===== config.mk =====
export PLATFORM = sky130hd
export DESIGN_NAME = pwm_actuator
export DESIGN_NICKNAME = d
export VERILOG_FILES = /design/src/rtl/pwm_actuator.sv
export SDC_FILE = /design/constraint.sdc
export NUM_CORES = 1
export LEC_CHECK = 0
export BUFFER_PORTS_ARGS = -buffer_cell sky130_fd_sc_hd__buf_2
export CAP_MARGIN = 20
export CORE_ASPECT_RATIO = 1.75
export CORE_MARGIN = 4
export CORE_UTILIZATION = 56
export CTS_CLUSTER_DIAMETER = 150
export CTS_CLUSTER_SIZE = 40
export DETAILED_ROUTE_END_ITERATION = 6
export PLACE_DENSITY_LB_ADDON = 0.1
export SLEW_MARGIN = 30
export SYNTH_ARGS = -nofsm -noshare
export SYNTH_HDL_FRONTEND = slang
export SYNTH_SLANG_ARGS = --single-unit

===== constraint.sdc =====
create_clock -name clk -period 4.1 [get_ports clk]
set_clock_uncertainty 0.05 [all_clocks]
set_input_delay 0.82 -clock clk [delete_from_list [all_inputs] [get_ports clk]]
set_output_delay 0.82 -clock clk [all_outputs]
set_load 0.005 [all_outputs]

===== src/rtl/pwm_actuator.sv =====
// Double-buffered PWM driver for the plant actuator. Duty and prescale shadows
// reload only at period boundaries, flagged by a one-cycle period_start strobe.
module pwm_actuator #(
   parameter logic [7:0] CNT_MAX = 8'd254
) (
   input  logic       clk,
   input  logic       rst,
   input  logic       en,
   input  logic [7:0] duty_in,
   input  logic [7:0] prescale,
   output logic       pwm_out,
   output logic       period_start,
   output logic [7:0] duty_active,
   output logic       active
);

   typedef enum logic [1:0] {StIdle, StRun, StStop} state_e;

   state_e     state_q, state_d;
   logic [7:0] pre_cnt_q, pre_cnt_d;
   logic [7:0] cnt_q, cnt_d;
   logic [7:0] duty_q, duty_d;
   logic [7:0] prescale_q, prescale_d;
   logic       pwm_q, pwm_d;
   logic       start_q, start_d;
   logic       active_q, active_d;

   logic tick;
   logic boundary;

   assign tick     = (state_q != StIdle) && (pre_cnt_q == prescale_q);
   assign boundary = tick && (cnt_q == CNT_MAX);

   always_comb begin
      state_d    = state_q;
      pre_cnt_d  = pre_cnt_q;
      cnt_d      = cnt_q;
      duty_d     = duty_q;
      prescale_d = prescale_q;
      start_d    = 1'b0;

      unique case (state_q)
         StIdle: begin
            pre_cnt_d = 8'd0;
            cnt_d     = 8'd0;
            if (en) begin
               state_d    = StRun;
               duty_d     = duty_in;
               prescale_d = prescale;
               start_d    = 1'b1;
            end
         end
         StRun, StStop: begin
            pre_cnt_d = tick ? 8'd0 : pre_cnt_q + 8'd1;
            if (tick) begin
               cnt_d = boundary ? 8'd0 : cnt_q + 8'd1;
            end
            // Boundary is judged on the current state, so a RUN boundary that
            // coincides with en falling still relatches before entering STOP.
            if (boundary && (state_q == StStop)) begin
               state_d = StIdle;
            end else begin
               state_d = en ? StRun : StStop;
            end
            if (boundary && (state_q == StRun)) begin
               duty_d     = duty_in;
               prescale_d = prescale;
               start_d    = 1'b1;
            end
         end
         default: begin
            state_d   = StIdle;
            pre_cnt_d = 8'd0;
            cnt_d     = 8'd0;
         end
      endcase

      // Outputs are computed from next-state values so the registered output
      // matches the counters of the same cycle, with no extra latency.
      active_d = (state_d != StIdle);
      pwm_d    = active_d && (cnt_d < duty_d);
   end

   always_ff @(posedge clk) begin
      if (rst) begin
         state_q    <= StIdle;
         pre_cnt_q  <= 8'd0;
         cnt_q      <= 8'd0;
         duty_q     <= 8'd0;
         prescale_q <= 8'd0;
         pwm_q      <= 1'b0;
         start_q    <= 1'b0;
         active_q   <= 1'b0;
      end else begin
         state_q    <= state_d;
         pre_cnt_q  <= pre_cnt_d;
         cnt_q      <= cnt_d;
         duty_q     <= duty_d;
         prescale_q <= prescale_d;
         pwm_q      <= pwm_d;
         start_q    <= start_d;
         active_q   <= active_d;
      end
   end

   assign pwm_out      = pwm_q;
   assign period_start = start_q;
   assign duty_active  = duty_q;
   assign active       = active_q;

endmodule


# == After elaboration in Yosys (flattened, before gate mapping) ==
# Index checks and enable logic that the tools add are counted.
# totals
ff_bits,37
latchBits,0
ramBits,0
romBits,0
input_bits,19
output_inout_bits,11
word_cells,46
n_memories,0
# op_classes
addsub,2
multipliers,0
n_div,0
magnitude_cmp,1
n_eq_ne,6
n_shift,0
muxes,16
n_bitwise,1
reduce_logical,12
# op_table
operator,n
two-way mux 8 bit,7
one-hot mux 8 bit (2 select lines),2
adder 8 x 1 -> 8 bit (second input constant),2
== test 8 bit,1
== test 8 bit (second input constant),1
< comparator 8 bit,1
two-way mux 2 bit,3
nonzero test 2 bit,3
logical AND 1 bit,5
inequality test 2 bit (second input constant),2
one-hot mux 2 bit (2 select lines),1
AND reduction 3 bit,1
OR reduction 3 bit,1
== test 2 x 1 -> 1 bit (second input constant),1
== test 2 bit (second input constant),1
logical NOT 2 bit,1
two-way mux 1 bit,2
one-hot mux 1 bit (2 select lines),1
OR reduction 2 bit,1
NOT 1 bit,1

# == Depth between registers and ports, before layout ==
# logic_depth
word_depth,8
mapped_depth,14
ltp_nobuf,13

# == Worst setup path before layout ==
# No wires, ideal clock.
# synth_path
path_type,reg2reg
start,reg state_q[0]
end,"reg pwm_q, in the netlist pwm_out"
setup_ps,70
arrival_ps,2994
t_required_ps,3980
path_slack_ps,986
path_stages_with_launch,13
path_buffers,0
synth_period_minus_slack_ps,3114
path_cell_list,dfxtp_1 -> inv_1 -> ha_1 -> or4_4 -> nor4_4 -> o221ai_2 -> a32oi_1 -> ha_1 -> a21oi_1 -> a21oi_1 -> a2111oi_0 -> o211ai_1 -> a21oi_1
# synth_via
elab_chain_len,8
word_cells_on_any_way,20
classes_between,order compare (1); eq/ne (2); mux (8); reduce/logical (9)
# synth_lines
element,line,source
from (decl),19,"state_e state_q, state_d;"
from (signal assigned),86,state_q <= StIdle;
from (signal assigned),95,state_q <= state_d;
nonzero test 2 bit,31,assign tick = (state_q != StIdle) && (pre_cnt_q == prescale_q);
logical AND 1 bit,31,
logical AND 1 bit,32,assign boundary = tick && (cnt_q == CNT_MAX);
"logical AND 1 bit, or another cell as far along",65,if (boundary && (state_q == StRun)) begin
"two-way mux 8 bit, or another cell as far along",65,
"one-hot mux 8 bit (2 select lines), or another cell as far along",42,unique case (state_q)
< comparator 8 bit / nonzero test 2 bit (equally long branches),"81, 80",
logical AND 1 bit *,81,pwm_d = active_d && (cnt_d < duty_d);
to (signal assigned),100,pwm_q <= pwm_d;
to (decl),24,"logic pwm_q, pwm_d;"
# Mark *: on every way between the ends. The rest lies on a longest branch, timed or not.
# A chain may end at the register's enable or synchronous reset.

# == Final worst setup path ==
# Same ends and word-level chain as after synthesis.

==> flow_summary.ini <==
[global_routing]
grt_max_degree = 21
grt_pass1_wl_um = 7190
grt_pass1_vias = 1600
gr-total-overflow = 0
antenna_found_initial = 0
grt_usage = 0.215

[pwr]
powerDensity_nw_per_um2 = 410
ir_drop_v = 0.000355
leakagePower_nw = 0.946

[timing]
period_needed_ns = 3.46
drv_slew = 0
worst_slack_ns = 0.638
rsz0062_at_grt = no
timing.final.crit_share = 0.844
finalHoldViolCount = 0
setup_tns_ns = 0
slew-limit-headroom = 0.673
max_freq_mhz = 289
setup_viol = 0
worst_pin_slew_ns = 0.486

[synth]
synth_fp_nets = 243
synth-main-ff-cell = dfxtp_1
yosysWarnings = 0
synth-seq-cells = 37
syn_area_per_cell_um2 = 9.20
seq_area_frac_synth = 0.383
synthCells = 210
ys_types = 40
async_reset_ff_frac = 0
syn-cell-area_um2 = 1930
synth_edf_count = 0

[routing]
ant_nets = 0
via_count = 1590
drc = 0
wl_um = 4200
wl_per_cell_um = 14.6
avgViaCountPerCell = 5.52
drtIter0Drc = 17
drt-pass1-iter-count = 6

[worst_setup_path]
r2r-end = pwm_out$_SDFF_PP0_
r2r_cells = 12
critPathRequiredTime_ns = 4.28
worstPathArrival_ns = 3.64
critPathCaptureType = flip-flop
crit_family = compound AO/OA/AOI/OAI gates
cp_num_buf_inv = 1
critical_path.max_stage_delay_ns = 0.58
cp_common_cell = a21oi_1
crit_chain = inv_1, ha_1, or4_4, nor4_4, o221ai_2, a32oi_1, ha_1, a21oi_1, a21oi_1, a2111oi_0, o211ai_1, a21oi_1
start_kind = flip-flop
timing.reg2reg.setup_slack_ns = 0.64
crit_type = flip-flop to flip-flop
r2r_start = state_q[0]$_SDFF_PP0_
worstPathMaxFanout = 7
crit_path_top_delay_cell = or4_4

[clock_tree]
clockBufferDepth = 2
cts_setup_buffers = 0
ctsHoldBuffers = 0
path_clk_slew_ns = 0.07
cts_resized = 0
clock_latency_ns = 0.29
cts_sinks = 37
numCtsBuffers = 5
cts_tree = done
cts_htree_levels = 2
clockRootBuffer = clkbuf_8

[min_path]
worstHoldPathType = flip-flop to flip-flop
holdCritStartpoint = pre_cnt_q[0]$_SDFF_PP0_
hold_path_depth = 1
worstHoldEndpoint = pre_cnt_q[0]$_SDFF_PP0_

[die]
die_h_um = 85.7
die_x_um = 52.4
core_region_area_um2 = 3360
dieArea_um2 = 4490
rows = 28
io_pins = 30
initial_utilization = 0.574

[placed_design]
routabilityCongestion = 0.830
port_buffers = 29
dpl.hpwl_um = 3340
pre_cts_ws_ns = 0.661

[final_layout]
antenna_cells = 0
drive_gt1_frac = 0.189
fillers = 338
multi_input_area_um2 = 1110
nNetsFinal = 275
areaGrowthSynthToFinish_pct = 12.5
register_area_um2 = 741

[run]
maxCapViolations = 0

[status]
status = finished, final reports clean
==> kinds of logic (layout without fill, tap and decap cells) <==
| group | after synthesis | after routing | synth area share |
|---|---|---|---|
| AO/OA/AOI/OAI | 27 | 27 | 0.116 |
| XOR/XNOR | 20 | 20 | 0.0907 |
| adder cells (fa/ha/maj) | 14 | 14 | 0.0907 |
| buffers and inverters | 13 | 46 | 0.0395 |
| flip-flops | 37 | 37 | 0.383 |
| multiplexers | 11 | 11 | 0.0570 |
| AND/OR/NAND/NOR | 88 | 88 | 0.223 |
==> report_power, final <==
part	total, W	internal (W)	switching, W
clock network	0.000246	0.000118	0.000128
logic	0.000234	0.0000933	0.000140
registers	0.000411	0.000389	0.0000222
total	0.000890	0.000600	0.000290
==> layer usage <==
metal | vias to the layer above | global-route usage | wire length, um | part of all wire
met5 | - | 0 | 0 | 0
met4 | 0 | 0.0837 | 82 | 0.020
met3 | 6 | 0.0365 | 131 | 0.031
met2 | 27 | 0.408 | 2460 | 0.59
met1 | 752 | 0.222 | 1530 | 0.36
li1 | 805 | - | - | -
==> final cells by class <==
class / instances / share of cell area
repair buffers: 29 / 0.0668
clock buffers: 6 / 0.0334
well taps: 45 / 0.0259
inverters: 9 / 0.0155
multi-input cells: 160 / 0.513
flip-flops and latches: 37 / 0.341
clock inverters: 2 / 0.00461
==> state kept, by name (all words and copies together), names as in the netlist <==
signal / cells
active: 1
cnt_q: 8
duty_active: 8
period_start: 1
pre_cnt_q: 8
prescale_q: 8
pwm_out: 1
state_q: 2
==> how the worst max path moves through the flow <==
| stage | cells past startpoint | from | endpoint |
|---|---|---|---|
| 2_1_floorplan | 12 | state_q[0]$_SDFF_PP0_ | pwm_out$_SDFF_PP0_ |
| 3_3_place_gp | 12 | state_q[0]$_SDFF_PP0_ | pwm_out$_SDFF_PP0_ |
| 3_5_place_dp | 12 | state_q[0]$_SDFF_PP0_ | pwm_out$_SDFF_PP0_ |
| 4_1_cts | 12 | state_q[0]$_SDFF_PP0_ | pwm_out$_SDFF_PP0_ |
| 5_1_grt | 12 | state_q[0]$_SDFF_PP0_ | pwm_out$_SDFF_PP0_ |
| 6_report | 12 | state_q[0]$_SDFF_PP0_ | pwm_out$_SDFF_PP0_ |
==> synth_stat cells, types with 2 or more instances <==
library cell	n	share of area
nor4_1	2	0.0065
a31oi_1	2	0.0065
xnor2_1	4	0.018
a21oi_1	6	0.016
dfxtp_1	37	0.38
clkbuf_8	2	0.014
a32oi_1	7	0.032
inv_1	8	0.016
nor3_1	5	0.013
xor2_1	16	0.073
nand2_1	8	0.016
ha_1	14	0.091
mux2i_1	11	0.057
nand3_1	10	0.026
nand4_1	4	0.013
nor2_1	46	0.089
and3_1	4	0.013
or4_4	2	0.012
==> metrics by stage <==
stage	total power [W]	cell area, um2	util	hold slack (ns)	std cells
after floorplan	0.000592	1930	-	0.408	210
after global placement	0.000651	2090	0.622	0.450	280
after detailed placement	0.000654	2090	0.622	0.452	280
after CTS	0.000897	2170	0.646	0.468	288
after global routing	0.000947	2170	0.646	0.493	288
final	0.000890	2170	0.646	0.468	288
==> cell usage in the layout (no fill, tap or decap), types with 6 or more instances in the layout <==
cell     instances
dfxtp_1         37
nand2_1          8
mux2i_1         11
nor2_1          46
a21oi_1          6
a32oi_1          7
ha_1            14
inv_1            8
nand3_1         10
xor2_1          16
buf_2           29
==> worst reg2reg max path: cells and delay by family (launching register included) <==
kind / cells / cell delay [ns]
AOI/OAI and AO/OA: 7 / 1.37
adders and majority gates: 2 / 0.59
buffers and inverters: 1 / 0.09
DFF: 1 / 0.39
and+or+nand+nor: 2 / 0.91
Note: power is estimated with default switching activity, not from simulation.
